File: src/rtl/mem_req_pkg.sv
// mem_req_pkg
//   Shared types and helpers for the memory request initiator:
//   access size encoding, the in-flight request record, the response
//   record, and the byte-enable / load-extension helpers.
package mem_req_pkg;

    typedef enum logic [1:0] {
        SIZE_BYTE  = 2'd0,
        SIZE_HALF  = 2'd1,
        SIZE_WORD  = 2'd2,
        SIZE_DWORD = 2'd3
    } mem_size_e;

    // Bookkeeping for the single command between issue and response push.
    typedef struct packed {
        logic      valid;
        logic      we;
        mem_size_e size;
        logic [2:0] offset;
        logic      sign;
        logic      err;
    } inflight_t;

    typedef struct packed {
        logic [63:0] rdata;
        logic        err;
    } rsp_t;

    // Byte lanes covered by an access of the given size at offset 0.
    function automatic logic [7:0] size_mask(input mem_size_e size);
        logic [7:0] m;
        case (size)
            SIZE_BYTE: m = 8'h01;
            SIZE_HALF: m = 8'h03;
            SIZE_WORD: m = 8'h0F;
            default:   m = 8'hFF;
        endcase
        return m;
    endfunction

    // Low address bits that must be zero for a naturally aligned access.
    function automatic logic [2:0] align_low(input mem_size_e size);
        logic [2:0] a;
        case (size)
            SIZE_BYTE: a = 3'd0;
            SIZE_HALF: a = 3'd1;
            SIZE_WORD: a = 3'd3;
            default:   a = 3'd7;
        endcase
        return a;
    endfunction

    function automatic logic [7:0] be_calc(input mem_size_e size, input logic [2:0] offset);
        logic [7:0] m;
        m = size_mask(size);
        return m << offset;
    endfunction

    // Keep the low bytes of an already-right-shifted load and extend them.
    function automatic logic [63:0] extend_load(input logic [63:0] raw,
                                                input mem_size_e   size,
                                                input logic        sign);
        logic [63:0] r;
        case (size)
            SIZE_BYTE: r = {{56{sign & raw[7]}},  raw[7:0]};
            SIZE_HALF: r = {{48{sign & raw[15]}}, raw[15:0]};
            SIZE_WORD: r = {{32{sign & raw[31]}}, raw[31:0]};
            default:   r = raw;
        endcase
        return r;
    endfunction

endpackage

File: src/rtl/mem_req_rsp_fifo.sv
// mem_req_rsp_fifo
//   Synchronous response FIFO, DEPTH entries, storage in flops so the head
//   entry never depends combinationally on the push side.
//   Ports:
//     clk, rst        clock, synchronous active-high reset (empties FIFO)
//     push, push_data write one response
//     pop             remove the head entry (ignored when empty)
//     head            current head entry (valid when count != 0)
//     count           number of stored entries
//   A push on a full FIFO is accepted when a pop happens in the same cycle.
module mem_req_rsp_fifo
    import mem_req_pkg::*;
#(
    parameter int unsigned DEPTH = 2,
    localparam int unsigned CW = $clog2(DEPTH + 1)
) (
    input  logic          clk,
    input  logic          rst,
    input  logic          push,
    input  rsp_t          push_data,
    input  logic          pop,
    output rsp_t          head,
    output logic [CW-1:0] count
);

    localparam int unsigned AW = (DEPTH > 1) ? $clog2(DEPTH) : 1;

    rsp_t          mem [DEPTH];
    logic [AW-1:0] wr_ptr;
    logic [AW-1:0] rd_ptr;
    logic          do_push;
    logic          do_pop;

    function automatic logic [AW-1:0] ptr_next(input logic [AW-1:0] p);
        return (p == AW'(DEPTH - 1)) ? '0 : p + 1'b1;
    endfunction

    assign do_pop  = pop && (count != '0);
    assign do_push = push && ((count != CW'(DEPTH)) || do_pop);
    assign head    = mem[rd_ptr];

    always_ff @(posedge clk) begin
        if (do_push) begin
            mem[wr_ptr] <= push_data;
        end
    end

    always_ff @(posedge clk) begin
        if (rst) begin
            wr_ptr <= '0;
            rd_ptr <= '0;
            count  <= '0;
        end else begin
            if (do_push) begin
                wr_ptr <= ptr_next(wr_ptr);
            end
            if (do_pop) begin
                rd_ptr <= ptr_next(rd_ptr);
            end
            case ({do_push, do_pop})
                2'b10:   count <= count + 1'b1;
                2'b01:   count <= count - 1'b1;
                default: count <= count;
            endcase
        end
    end

endmodule

File: src/rtl/mem_req_initiator.sv
// mem_req_initiator
//   Turns load/store commands into single-cycle data-interface requests and
//   returns one in-order response per command through a response FIFO.
//   Ports:
//     clk_i, rst_i              clock, synchronous active-high reset
//     cmd_*                     command channel (valid/ready handshake)
//     rsp_*                     response channel (valid/ready handshake)
//     data_if_*_o               memory request, issued combinationally
//     data_if_data_rvalid_i/_rdata_i  memory reply, one cycle after request
//   Configuration macro: MEM_REQ_INITIATOR_MISALIGN_CHECK_EN
//     defined   -> misaligned commands make no access and respond err=1
//     undefined -> low address bits are cleared to the access alignment,
//                  rsp_err_o is tied 0
module mem_req_initiator
    import mem_req_pkg::*;
#(
    parameter int unsigned RSP_DEPTH = 2
) (
    input  logic        clk_i,
    input  logic        rst_i,
    input  logic        cmd_valid_i,
    output logic        cmd_ready_o,
    input  logic [63:0] cmd_addr_i,
    input  logic        cmd_we_i,
    input  logic [1:0]  cmd_size_i,
    input  logic        cmd_signed_i,
    input  logic [63:0] cmd_wdata_i,
    output logic        rsp_valid_o,
    input  logic        rsp_ready_i,
    output logic [63:0] rsp_rdata_o,
    output logic        rsp_err_o,
    output logic [63:0] data_if_address_o,
    output logic        data_if_data_req_o,
    output logic [7:0]  data_if_data_be_o,
    output logic [63:0] data_if_data_wdata_o,
    output logic        data_if_data_we_o,
    input  logic        data_if_data_rvalid_i,
    input  logic [63:0] data_if_data_rdata_i
);

    localparam int unsigned CW = $clog2(RSP_DEPTH + 1);

    mem_size_e     size;
    logic [2:0]    low_mask;
    logic [2:0]    offset;
    logic          misaligned;
    logic          accept;
    logic          issue;
    inflight_t     inflight;
    logic          push;
    rsp_t          push_data;
    rsp_t          head;
    logic [CW-1:0] fifo_count;
    logic [CW:0]   occupancy;
    logic          pop;

    assign size     = mem_size_e'(cmd_size_i);
    assign low_mask = align_low(size);

`ifdef MEM_REQ_INITIATOR_MISALIGN_CHECK_EN
    assign misaligned = |(cmd_addr_i[2:0] & low_mask);
    assign offset     = cmd_addr_i[2:0];
`else
    assign misaligned = 1'b0;
    assign offset     = cmd_addr_i[2:0] & ~low_mask;
`endif

    // The in-flight slot reserves a FIFO entry so a response always has room.
    assign occupancy   = {1'b0, fifo_count} + {{CW{1'b0}}, inflight.valid};
    assign cmd_ready_o = ~rst_i & (occupancy < (CW + 1)'(RSP_DEPTH));
    assign accept      = cmd_valid_i & cmd_ready_o;
    assign issue       = accept & ~misaligned;

    assign data_if_address_o    = {cmd_addr_i[63:3], offset};
    assign data_if_data_req_o   = issue;
    assign data_if_data_be_o    = issue ? be_calc(size, offset) : '0;
    assign data_if_data_we_o    = issue & cmd_we_i;
    assign data_if_data_wdata_o = cmd_wdata_i << {offset, 3'b000};

    // Holds a command for exactly the cycle its memory reply arrives.
    always_ff @(posedge clk_i) begin
        if (rst_i) begin
            inflight <= '0;
        end else if (accept) begin
            inflight.valid  <= 1'b1;
            inflight.we     <= cmd_we_i;
            inflight.size   <= size;
            inflight.offset <= offset;
            inflight.sign   <= cmd_signed_i;
            inflight.err    <= misaligned;
        end else begin
            inflight <= '0;
        end
    end

    // Stores and errored commands respond without waiting for rvalid; a
    // stray rvalid with no in-flight entry never pushes.
    assign push = inflight.valid & (inflight.we | inflight.err | data_if_data_rvalid_i);

    always_comb begin
        push_data.err   = inflight.err;
        push_data.rdata = '0;
        if (!inflight.we && !inflight.err) begin
            push_data.rdata = extend_load(data_if_data_rdata_i >> {inflight.offset, 3'b000},
                                          inflight.size, inflight.sign);
        end
    end

    mem_req_rsp_fifo #(
        .DEPTH (RSP_DEPTH)
    ) u_rsp_fifo (
        .clk       (clk_i),
        .rst       (rst_i),
        .push      (push),
        .push_data (push_data),
        .pop       (pop),
        .head      (head),
        .count     (fifo_count)
    );

    assign rsp_valid_o = ~rst_i & (fifo_count != '0);
    assign pop         = rsp_valid_o & rsp_ready_i;
    assign rsp_rdata_o = rsp_valid_o ? head.rdata : '0;

`ifdef MEM_REQ_INITIATOR_MISALIGN_CHECK_EN
    assign rsp_err_o = rsp_valid_o & head.err;
`else
    logic unused_head_err;
    assign unused_head_err = head.err;
    assign rsp_err_o       = 1'b0;
`endif

endmodule

File: config.mk
export PLATFORM = sky130hd
export DESIGN_NAME = mem_req_initiator
export DESIGN_NICKNAME = d
export VERILOG_FILES = /design/src/rtl/mem_req_pkg.sv /design/src/rtl/mem_req_rsp_fifo.sv /design/src/rtl/mem_req_initiator.sv
export SDC_FILE = /design/constraint.sdc
export NUM_CORES = 1
export LEC_CHECK = 0
export BUFFER_PORTS_ARGS = -buffer_cell sky130_fd_sc_hd__buf_2
export CORE_AREA = 2 2 158 160
export CTS_BUF_LIST = sky130_fd_sc_hd__clkbuf_16
export DETAILED_ROUTE_END_ITERATION = 7
export DIE_AREA = 0 0 160 162
export PLACE_DENSITY = 0.77
export SLEW_MARGIN = 20
export SYNTH_ARGS = -nofsm -noshare
export SYNTH_HDL_FRONTEND = slang
export SYNTH_SLANG_ARGS = --single-unit
File: constraint.sdc
create_clock -name clk_i -period 16.16 [get_ports clk_i]
set_input_delay 3.232 -clock clk_i [delete_from_list [all_inputs] [get_ports clk_i]]
set_output_delay 3.232 -clock clk_i [all_outputs]
set_load 0.005 [all_outputs]
Yosys cells after proc, flatten, opt, wreduce, memory -nomap -nowiden

Memory sizes are Yosys's and may differ from the RTL's. A register that Yosys moved wholly into a read port is not among the register bits.
Cells that the tools add are included.

Bitwise logic cells: 15
Shift-type cells: 3
Multipliers: 0
Div/mod/pow operators: 0
Magnitude comparators: 1
Muxes and demuxes: 14
Reductions and logical operators: 11
Add/sub/neg operators: 5
Equality and inequality tests: 7

Operator list:

| operator                                                   | number |
|---|---|
| case mux 64 bit (3 select lines)                           | 1 |
| 2-to-1 mux 64 bit                                          | 2 |
| left shift 64 x 6 -> 64 bit                                | 1 |
| >> shifter 64 x 6 -> 64 bit                                | 1 |
| case mux 8 bit (3 select lines)                            | 1 |
| bitwise AND 1 bit                                          | 9 |
| 2-to-1 mux 9 bit                                           | 1 |
| case mux 3 bit (3 select lines)                            | 1 |
| 2-to-1 mux 8 bit                                           | 1 |
| left shift 8 x 3 -> 8 bit                                  | 1 |
| equality test 2 x 1 -> 1 bit, second input constant        | 3 |
| equality test 2 bit, second input constant                 | 3 |
| 2-to-1 mux 1 bit                                           | 6 |
| zero test 2 bit                                            | 2 |
| case mux 2 bit (2 select lines)                            | 1 |
| nonzero test 2 bit                                         | 2 |
| adder 2 x 1 -> 3 bit                                       | 1 |
| bitwise AND 3 bit                                          | 1 |
| logical AND 1 bit                                          | 3 |
| less-than comparator 3 x 2 -> 1 bit, second input constant | 1 |
| inverter 3 bit                                             | 1 |
| adder 1 bit, second input constant                         | 2 |
| adder 2 x 1 -> 2 bit, second input constant                | 1 |
| zero test 1 bit                                            | 2 |
| 6 further kinds                                            | 8 |

Latch bits: 0
RAM bits: 130
Bits in read-only memories: 0
Bits in registers: 13
Output and inout port bits: 205
Input port bits: 201
Memories kept: 1
Word-level logic and storage cells: 66

Memory list:

| memory         | words | width | rd ports | clocked after Yosys merged registers in | wr ports | RTL line               | source |
|---|---|---|---|---|---|---|---|
| u_rsp_fifo.mem | 2     | 65    | 1        | 1                                       | 1        | mem_req_rsp_fifo.sv:28 | `rsp_t mem [DEPTH];` |

Depth between registers and ports, before layout

Word-level depth: 8
Depth in mapped cells: 9
Mapped depth without buffers: 6

Modules after synthesis

Synthesis repeated with hierarchy kept, for this count alone.

Cells, all modules: 1,065
Area total of the unflattened synthesis: 10,087.2 µm²

By module, submodules not included:

| module            | seq. area each (µm²) | area each (µm²) | times used | cells each |
|---|---|---|---|---|
| mem_req_initiator | 160.2                | 5,157.4         | 1          | 835 |
| mem_req_rsp_fifo  | 4,003.8              | 4,929.7         | 1          | 230 |

Worst setup path before layout

No wires, ideal clock.

Path kind: input port to flip-flop
Start: input port rsp_ready_i
End: memory u_rsp_fifo.mem[1][10] (netlist name), enable pin
Data arrival time: 8.156 ns
Setup slack: 7.425 ns
Buffers on the path: 1
Cell stages on the path: 3
Required time: 15.582 ns
Library setup time: 0.578 ns
Path through: buf_2 a21oi_1 nor3b_1

Word-level cells in the longest chain between the ends: 6

Ends and longest elaborated chain:

| item                                   | RTL line                 | source |
|---|---|---|
| from (decl)                            | mem_req_initiator.sv:29  | `input logic rsp_ready_i,` |
| bitwise AND 1 bit                      | mem_req_initiator.sv:122 | `assign pop = rsp_valid_o & rsp_ready_i;` |
| logical AND 1 bit                      | mem_req_rsp_fifo.sv:38   | `assign do_pop = pop && (count != '0);` |
| logical OR 1 bit                       | mem_req_rsp_fifo.sv:39   | `assign do_push = push && ((count != CW'(DEPTH)) \|\| do_pop);` |
| logical AND 1 bit                      | mem_req_rsp_fifo.sv:39   |  |
| 2-to-1 mux 1 bit                       | mem_req_rsp_fifo.sv:43   | `if (do_push) begin` |
| 2-to-1 mux 1 bit (implied by the code) | mem_req_rsp_fifo.sv:44   | `mem[wr_ptr] <= push_data;` |
| to (decl)                              | mem_req_rsp_fifo.sv:28   |  |

No other way between the ends.

Final worst setup path

Start: input port cmd_size_i[1]
End: output port data_if_data_wdata_o[52]

Word-level cells in the longest chain between the ends: 5
Elaborated cells between the ends (all ways): 7
Those cells by class: eq/ne (2); shift (1); mux (1); bitwise (2); reduce/logical (1)

Ends and longest elaborated chain:

| item                                        | RTL line                | source |
|---|---|---|
| from (decl)                                 | mem_req_initiator.sv:25 | `input logic [1:0] cmd_size_i,` |
| equality test 2 bit (tied with other cells) | mem_req_pkg.sv:44       | `case (size)` |
| case mux 3 bit (3 select lines) *           | mem_req_pkg.sv:44       |  |
| inverter 3 bit *                            | mem_req_initiator.sv:65 | `assign offset = cmd_addr_i[2:0] & ~low_mask;` |
| bitwise AND 3 bit *                         | mem_req_initiator.sv:65 |  |
| left shift 64 x 6 -> 64 bit *               | mem_req_initiator.sv:78 | `assign data_if_data_wdata_o = cmd_wdata_i << {offset, 3'b000};` |
| to (decl)                                   | mem_req_initiator.sv:35 | `output logic [63:0] data_if_data_wdata_o,` |

Every way passes the cells marked *; elsewhere a longest branch is shown, timed or not.

==> run metrics <==
Final Wtd Congestion=0.929; Reg clk slew, reported paths=0.06 ns; clock buffer depth=2; CP Capture Type=primary output; TritonCTS buffer count=17; max cap viols=0; PnR Total Power=0.959 mW; post-route ant nets=0; setup slack, reg-to-reg=12.63 ns; CTS tree=built; critical path class=in -> out; syn avg cell area=9.49 µm²; achievable clock frequency=112 MHz; number of enable flip-flop cells after synthesis=128; number of gates resized after CTS=0; top-area cell type share of the netlist area=38.7%; Critical Path AT=5.73 ns; final setup vio count=0; Initial Util=41.2%; slew margin rel.=27.7%; status=completed; # port buffers=282; HP Class=reg -> reg; largest net degree at the start of global routing=76; Leak=4.81 nW; setup TNS after final layout=0 ns; Slew @ Worst Pin=1.08 ns; Slew Viols, Final=0; H-tree depth=4; First-pass DRT Iterations=5; worst path cell trace=buf_2 -> nand2b_2 -> buf_4 -> inv_2 -> nor2_1 -> a21oi_1 -> a21oi_1 -> buf_2; Crit path largest cell delay=0.80 ns; fraction of layout cells with a size suffix above 1=32.4%; RSZ-0062 raised after global routing=no; clock sinks=141; Yosys reg bits=141; post-synthesis instance area=9940 µm²; Worst path slowest cell=nor2_1; peak supply drop=0.0618 mV; Vias=8744; vias per cell=5.62; Startpoint Class=input port; synth unique cells=48; core area=24100 µm²; Hold Fails Final Rpt=0; most common cell after layout, fill and taps aside=buf_2; end of the critical path=data_if_data_wdata_o[52]; Critical Path RT=12.93 ns; number of core rows=57; Die Y=162 µm; # fillers=2306; Net Count, Synth=1248; yosys warns=0; highest-count cells in the layout ignoring fill and taps=282 x buf_2, 160 x mux2i_1, 154 x nor2_1; R2R Path End=u_rsp_fifo.mem[1][33]; number of global-route vias before repair=8372; DRT iter0 DRCs=760; DP Area=11000 µm²; Die W=160 µm; ranking of synthesized cells by area=edfxtp_1 39%, mux2i_1 16%, nor2_1 5.8%, buf_4 5.0%, a21oi_1 4.2%; cell count after synthesis=1047; dpl hpwl=24.1 mm; Routed wire per std cell=21.0 µm; Die Area=25900 µm²; PwrDens=82.6 nW/µm²; Setup Buffers After CTS=0; Skew-Pair Late Insertion Delay=0.42 ns; fin nets=1419; GRT Total Usage=24.2%; biggest area consumer among synthesized cells=edfxtp_1; Seq/Total Area, Yosys=41.3%; CTS root buffer=clkbuf_16; grt ovf=0; initial antenna violation count=1; fin crit period=8.97 ns; Post-synth ARST share=0%; CTS Hold Bufs=0; worst reg2reg path depth=6; final instance area=11600 µm²; Synth Flop Type=edfxtp_1; IO Count=406; CP startpoint=cmd_size_i[1]; hold path startpoint=u_rsp_fifo.rd_ptr; P&R area growth vs syn=16.7%; CP Max Fanout=37; drc violations=0; Worst Skew=0.00590 ns; Routed WL=32.6 mm; first-pass GRT wire length=47.8 mm; Final Cycle Share=55.5%; Final Util=48.1%; worst flop-to-flop path startpoint=inflight[3]
[how the worst min path moves through the flow]
stage                             end  depth (start not counted)  slack, ns
finish              u_rsp_fifo.rd_ptr                          2       0.51
global route                     flop                          2       0.54
CTS                              flop                          2       0.51
detailed placement               flop                          2       0.49
global placement    u_rsp_fifo.rd_ptr                          2       0.49
floorplan           u_rsp_fifo.wr_ptr                          2       0.46
[where the power goes]
part	leakage [nW]	switching, mW	internal (mW)
Clock	0.264	0.153	0.211
Sequential	1.25	0.00536	0.409
Combinational	3.30	0.107	0.0731
Total	4.81	0.265	0.693
[layout make-up]
cell class                 instances  area [µm²]  area share, %
multi-input combinational        745        4950           42.6
sequential                       141        4110           35.5
timing repair buffer             296        1520           13.1
clock buffer                      17         425           3.67
tap                              324         405           3.50
clock inverter                    15         126           1.09
inverter                          17        63.8          0.550
antenna                            1        2.50         0.0216
[Yosys cell counts (all sizes together) (8+ instances only)]
library cell / instances
nand3: 16
inv: 16
o21ai: 37
nand2: 108
edfxtp: 128
mux2i: 160
a32o: 8
buf: 107
a21oi: 108
o22ai: 12
mux4: 13
a211oi: 12
dfxtp: 13
nor2: 154
and2: 23
nor2b: 9
mux2: 16
clkbuf: 37
nor3: 15
a2bb2oi: 10
[metrics by stage]
step	setup WS, ns	std cells	hold slack [ns]
floorplan	7.43	1047	0.461
global placement	7.25	1523	0.487
detailed placement	7.23	1523	0.488
CTS	7.22	1555	0.511
global route	7.06	1555	0.540
finish	7.19	1556	0.511
[per-layer routing]
metal | global-route usage, % | part of all wire (%)
met1 | 28.2 | 37
met2 | 41.0 | 49
met3 | 5.87 | 8.3
met4 | 13.8 | 5.4
met5 | 0 | 0.040
[worst max-delay path, delay by kind of cell]
kind / cells / cell delay (ns)
AO/OA/AOI/OAI: 2 / 0.45
buffers and inverters: 4 / 1.10
AND/OR/NAND/NOR: 2 / 0.94
[logic make-up after synthesis]
| logic type | Yosys count | share of synthesized area [%] |
|---|---|---|
| buffers and inverters | 161 | 9.38 |
| other | 1 | 0.0377 |
| flip-flops | 141 | 41.3 |
| XOR/XNOR | 2 | 0.176 |
| multiplexers | 189 | 20.9 |
| AND/OR/NAND/NOR | 346 | 14.9 |
| AO/OA/AOI/OAI | 207 | 13.4 |
[registers in the layout, indices dropped and copies added, names as in the netlist, named ones only]
signal	cells
u_rsp_fifo.wr_ptr	1
u_rsp_fifo.mem	128
inflight	8
u_rsp_fifo.count	2
u_rsp_fifo.rd_ptr	1
Power figures use the tool's default switching activity.
